`src/rtl/conv_mac_unit_if.sv`:
```
// Request/response bundle between the convolution controller (master) and the MAC engine (slave).
// The controller drives startmult/clr/pix/wgt, and the engine returns completion, status and the accumulator.
interface conv_mac_unit_if #(
  parameter int n  = 8,
  parameter int aw = 20,
  parameter int cw = 4
);
  logic          startmult;
  logic          clr;
  logic [n-1:0]  pix;
  logic [n-1:0]  wgt;
  logic          donemult;
  logic          busy;
  logic [aw-1:0] acc_out;
  logic          result_valid;
  logic [cw-1:0] prod_cnt;

  modport master (
    output startmult, clr, pix, wgt,
    input  donemult, busy, acc_out, result_valid, prod_cnt
  );

  modport slave (
    input  startmult, clr, pix, wgt,
    output donemult, busy, acc_out, result_valid, prod_cnt
  );
endinterface

```
`src/rtl/conv_mac_unit.sv`:
```
// Shift-add MAC: one pixel*weight product per accepted startmult, with donemult n+2 cycles after acceptance.
// Requests that arrive while busy are dropped rather than queued, so the controller must wait for IDLE.
module conv_mac_unit #(
  parameter int n  = 8,
  parameter int p  = 3,
  parameter int aw = 20,
  parameter int cw = 4
) (
  input  logic          i_clk,
  input  logic          i_rst,
  conv_mac_unit_if.slave bus
);

  localparam int BW = $clog2(n) + 1;
  localparam logic [cw-1:0] WIN = cw'(p * p);
  localparam logic [BW-1:0] LAST_BIT = BW'(n - 1);

  typedef enum logic [1:0] {S_IDLE, S_MULT, S_ACC, S_DONE} state_t;

  state_t          r_state;
  state_t          w_next;
  logic [2*n-1:0]  r_mcand;
  logic [2*n-1:0]  r_prod;
  logic [n-1:0]    r_mplier;
  logic [BW-1:0]   r_bitcnt;
  logic [aw-1:0]   r_acc;
  logic [cw-1:0]   r_cnt;
  logic            w_clear;

  // clr behaves exactly like reset, including discarding a same-cycle request
  assign w_clear = i_rst | bus.clr;

  always_ff @(posedge i_clk) begin
    if (w_clear) begin
      r_state <= S_IDLE;
    end else begin
      r_state <= w_next;
    end
  end

  always_comb begin
    w_next = r_state;
    case (r_state)
      S_IDLE:  if (bus.startmult) w_next = S_MULT;
      S_MULT:  if (r_bitcnt == LAST_BIT) w_next = S_ACC;
      S_ACC:   w_next = S_DONE;
      S_DONE:  w_next = S_IDLE;
      default: w_next = S_IDLE;
    endcase
  end

  always_ff @(posedge i_clk) begin
    if (w_clear) begin
      r_mcand  <= '0;
      r_prod   <= '0;
      r_mplier <= '0;
      r_bitcnt <= '0;
      r_acc    <= '0;
      r_cnt    <= '0;
    end else begin
      case (r_state)
        S_IDLE: begin
          if (bus.startmult) begin
            r_mcand  <= {{n{1'b0}}, bus.pix};
            r_mplier <= bus.wgt;
            r_prod   <= '0;
            r_bitcnt <= '0;
            // first product of a window starts the sum afresh
            if (r_cnt == '0) r_acc <= '0;
          end
        end
        S_MULT: begin
          if (r_mplier[0]) r_prod <= r_prod + r_mcand;
          r_mcand  <= r_mcand << 1;
          r_mplier <= r_mplier >> 1;
          r_bitcnt <= r_bitcnt + BW'(1);
        end
        S_ACC: begin
          r_acc <= r_acc + aw'(r_prod);
          r_cnt <= r_cnt + cw'(1);
        end
        S_DONE: begin
          if (r_cnt == WIN) r_cnt <= '0;
        end
        default: ;
      endcase
    end
  end

  assign bus.busy         = (r_state != S_IDLE);
  assign bus.donemult     = (r_state == S_DONE);
  assign bus.result_valid = (r_state == S_DONE) && (r_cnt == WIN);
  assign bus.acc_out      = r_acc;
  assign bus.prod_cnt     = r_cnt;

endmodule

```
`src/flat_wrapper.sv`:
```
// flat-port wrapper written by rule: the top's interface ports become plain ports
module conv_mac_unit_flat 
#(
  parameter int n  = 8,
  parameter int p  = 3,
  parameter int aw = 20,
  parameter int cw = 4
)
  (i_clk, i_rst, bus_startmult, bus_clr, bus_pix, bus_wgt, bus_donemult, bus_busy, bus_acc_out, bus_result_valid, bus_prod_cnt);
  conv_mac_unit_if #(.n(n), .aw(aw), .cw(cw)) bus_i ();
  input  logic i_clk;
  input  logic i_rst;
  input wire logic [$bits(bus_i.startmult)-1:0] bus_startmult;
  input wire logic [$bits(bus_i.clr)-1:0] bus_clr;
  input wire logic [$bits(bus_i.pix)-1:0] bus_pix;
  input wire logic [$bits(bus_i.wgt)-1:0] bus_wgt;
  output wire logic [$bits(bus_i.donemult)-1:0] bus_donemult;
  output wire logic [$bits(bus_i.busy)-1:0] bus_busy;
  output wire logic [$bits(bus_i.acc_out)-1:0] bus_acc_out;
  output wire logic [$bits(bus_i.result_valid)-1:0] bus_result_valid;
  output wire logic [$bits(bus_i.prod_cnt)-1:0] bus_prod_cnt;
  assign bus_i.startmult = bus_startmult;
  assign bus_i.clr = bus_clr;
  assign bus_i.pix = bus_pix;
  assign bus_i.wgt = bus_wgt;
  assign bus_donemult = bus_i.donemult;
  assign bus_busy = bus_i.busy;
  assign bus_acc_out = bus_i.acc_out;
  assign bus_result_valid = bus_i.result_valid;
  assign bus_prod_cnt = bus_i.prod_cnt;
  conv_mac_unit #(.n(n), .p(p), .aw(aw), .cw(cw)) u_core (.i_clk(i_clk), .i_rst(i_rst), .bus(bus_i));
endmodule
```
`config.mk`:
```
export PLATFORM = sky130hd
export DESIGN_NAME = conv_mac_unit_flat
export DESIGN_NICKNAME = d
export VERILOG_FILES = /design/src/rtl/conv_mac_unit_if.sv /design/src/rtl/conv_mac_unit.sv /design/src/flat_wrapper.sv
export SDC_FILE = /design/constraint.sdc
export NUM_CORES = 1
export LEC_CHECK = 0
export BUFFER_PORTS_ARGS = -buffer_cell sky130_fd_sc_hd__clkbuf_2
export CAP_MARGIN = 40
export CORE_MARGIN = 2
export CORE_UTILIZATION = 45
export CTS_CLUSTER_DIAMETER = 100
export DETAILED_ROUTE_END_ITERATION = 6
export PLACE_DENSITY = 0.7
export REMOVE_ABC_BUFFERS = 1
export SETUP_SLACK_MARGIN = 0.02
export SYNTH_ARGS = -nofsm -noshare
export SYNTH_HDL_FRONTEND = slang
export SYNTH_SLANG_ARGS = --single-unit
```
`constraint.sdc`:
```
create_clock -name i_clk -period 3.3 [get_ports i_clk]
set_clock_uncertainty 0.15 [all_clocks]
set_input_delay 0.33 -clock i_clk [delete_from_list [all_inputs] [get_ports i_clk]]
set_output_delay 0.33 -clock i_clk [all_outputs]
set_load 0.02 [all_outputs]
```
==> key figures <==
Die
  – Die footprint: 10100 um^2
  – Starting density of the core: 0.459
  – Die H: 101 um
  – IO Count: 47
  – Horiz. Die Dim: around 100 um
  – Core box area: 9150 um^2
  – Rows: 35

Critical path
  – Required time of the critical path: 3.40 ns
  – CP Launch Point: u_core.r_prod[0]
  – Crit path max fanout: 3
  – Setup CP Type: flop to flop
  – Setup crit start kind: flop
  – Reg-to-Reg Start: u_core.r_prod[0]
  – CP Capture Type: flop
  – Arr. time, crit path: 2.71 ns

Clock tree
  – Clock Tree Buf Depth: 2
  – Clock-pin slew on the worst setup and hold paths: 0.08 ns
  – Root Buffer: clkbuf_8
  – Clock latency on the worst-skew pair: 0.35 ns
  – Setup bufs post-CTS: 0
  – Post_cts resized: 0
  – CTS sink count: 70
  – CTS tree: built
  – Post-CTS Hold Buffers: 0
  – H-tree levels: 3
  – Num CTS Buffers: 9

Global routing
  – Largest net degree at the start of global routing: 43
  – M2 GR Usage: 0.329
  – Grt met3 use: 0.0451
  – Initial antenna violation count: 0
  – GRT Max-Usage Layer: met2
  – Total gr overflow: 0
  – Vias in the first global route: roughly 3500
  – First-pass GRT wire length: 15800 um
  – Total global-route track usage: 0.192
  – GR Util met1: 0.234

Finish
  – Ratio of cells with drive above 1 in the final layout: 0.159
  – Most frequent cells in the layout: nor2_1, dfxtp_1, clkbuf_2
  – Fin cells: 644
  – Most common cell after layout, fill and taps aside: nor2_1
  – # diodes: 0
  – Area Growth Syn to Fin: 14.1%
  – Nets: just under 600
  – Fill count: 830
  – Final cell utilization of the core: 0.524

Logic synthesis
  – Leading area contributor after synthesis: dfxtp_1
  – Syn Area/Cell: roughly 8.7 um^2
  – Largest cells by area after synthesis: dfxtp_1, ha_1, nor2_1
  – Post-synth top flop: dfxtp_1
  – Async SR Flop Fraction: 0
  – Distinct cells, synth: 58
  – Yosys reg bits: 70
  – Register area share after synthesis: 0.333
  – Post-synth EDFFs: 0
  – Mapped Area: 4200 um^2
  – Synth warnings: 0
  – Mapped Cells: 485
  – Share of the synthesized area in the top cell type: 0.333

STA
  – Final Hold Viols: 0
  – Max_slew headroom: 0.549
  – Setup Viol. Count Final: 0
  – Final Slew Violations: 0
  – RSZ-0062 raised after global routing: false
  – Fin crit period: 2.61 ns
  – Fmax: approximately 0.38 GHz
  – Final period util: 0.790
  – Least-Margin Pin Slew: 0.672 ns

Drt
  – Routed WL: 9280 um
  – ANT nets after route: 0
  – Initial DRC Count: 114
  – Drt wl/cell: 14.4 um
  – DR vias/cell: 5.72
  – DRC Markers: 0
  – First drt pass iteration count: 4
  – Via count: 3681

Placement
  – Cell total after placement: between 600 and 700
  – GPL Wtd Cong: 0.824
  – DP HPWL: 7140 um
  – PortBufs: 46

Power and ir drop
  – Worst vdd ir: 0.000270 V
  – Pwr Density: 392 nW/um^2
  – P_leak: 0.00212 uW

Worst hold path
  – Hold/Removal Path Class: input port to flop
  – Worst hold start: bus_pix[0]

Status
  – Status: completed

Flow run
  – Max-cap viol count: 0
==> flip-flops by register name, indices dropped and copies added, names as in the netlist <==
name                 cells
u_core.r_state           2
u_core.bus.prod_cnt      4
u_core.r_prod           16
u_core.r_mplier          8
u_core.bus.acc_out      20
u_core.r_bitcnt          4
u_core.r_mcand          16
==> Yosys cell counts, types with 5 or more instances <==
master	count
mux2i_1	17
xor2_1	12
dfxtp_1	70
a22oi_1	25
a21oi_1	29
nor2_1	77
a211oi_1	22
a21o_1	13
nand2_1	30
a22o_1	6
ha_1	40
a31oi_1	5
o21ai_1	11
nand3_1	8
o21ai_0	7
clkbuf_1	16
inv_1	7
nor3_1	8
xnor2_1	13
==> report_power, final <==
part | switching [uW] | internal (uW)
Sequential | 10.7 | 857
Clock | 333 | 524
Combinational | 100 | 54.8
==> layer usage <==
metal | vias to the layer above | wire (um)
met2 | 74 | 4570
met3 | 17 | 404
met4 | 0 | 168
met5 | - | 0
li1 | 1861 | -
met1 | 1729 | 4140
==> worst max-delay path: stages (launching register included) <==
cell      delay [ns]
dfxtp_1         0.33
ha_1            0.24
fa_1            0.42
a21o_1          0.18
a21oi_1         0.26
o21ai_1         0.15
a311oi_2        0.32
a21oi_1         0.13
xor2_1          0.16
a22o_1          0.17
==> cells by family (layout without fill, tap and decap cells) <==
logic type / Yosys count / count (layout) / share of synthesized area
buffers and inverters: 29 / 77 / 0.0268
adders and majority gates: 42 / 42 / 0.129
AOI/OAI and AO/OA: 142 / 142 / 0.241
xor gates and xnor gates: 25 / 25 / 0.0521
DFF: 70 / 70 / 0.333
muxes: 18 / 18 / 0.0432
and+or+nand+nor: 159 / 159 / 0.175
==> path summary, 6_finish.rpt <==
check | end | slack (ns) | depth (start not counted)
hold reg to reg | u_core.bus.acc_out[15] | 0.32 | 2
hold / removal | u_core.r_mcand[0] | 0.08 | 3
setup / recovery | u_core.r_prod[12] | 0.69 | 9
setup reg to reg | u_core.r_prod[12] | 0.69 | 9
==> layout make-up <==
| cell class | count | area [um^2] | share of cell area |
|---|---|---|---|
| clock buffer | 11 | 141 | 0.0295 |
| clock inverter | 5 | 106 | 0.0222 |
| timing repair buffer | 51 | 280 | 0.0584 |
| tap | 111 | 139 | 0.0290 |
| multi-input combinational | 386 | 2690 | 0.561 |
| sequential | 70 | 1400 | 0.292 |
| inverter | 10 | 37.5 | 0.00782 |
==> metrics by stage <==
| step | setup TNS (ns) | hold WS (ns) | setup slack [ns] | cell area (um^2) | total power, uW |
|---|---|---|---|---|---|
| 3_5_place_dp | 0 | 0.318 | 0.695 | 4550 | 1040 |
| 3_3_place_gp | 0 | 0.304 | 0.749 | 4530 | 1040 |
| 2_1_floorplan | -1.75 | 0.303 | -0.247 | 4130 | 989 |
| 5_1_grt | 0 | 0.103 | 0.510 | 4800 | 1960 |
| 6_report | 0 | 0.0761 | 0.693 | 4800 | 1880 |
| 4_1_cts | 0 | 0.0548 | 0.681 | 4800 | 1900 |
(Power assumes the default switching activity.)
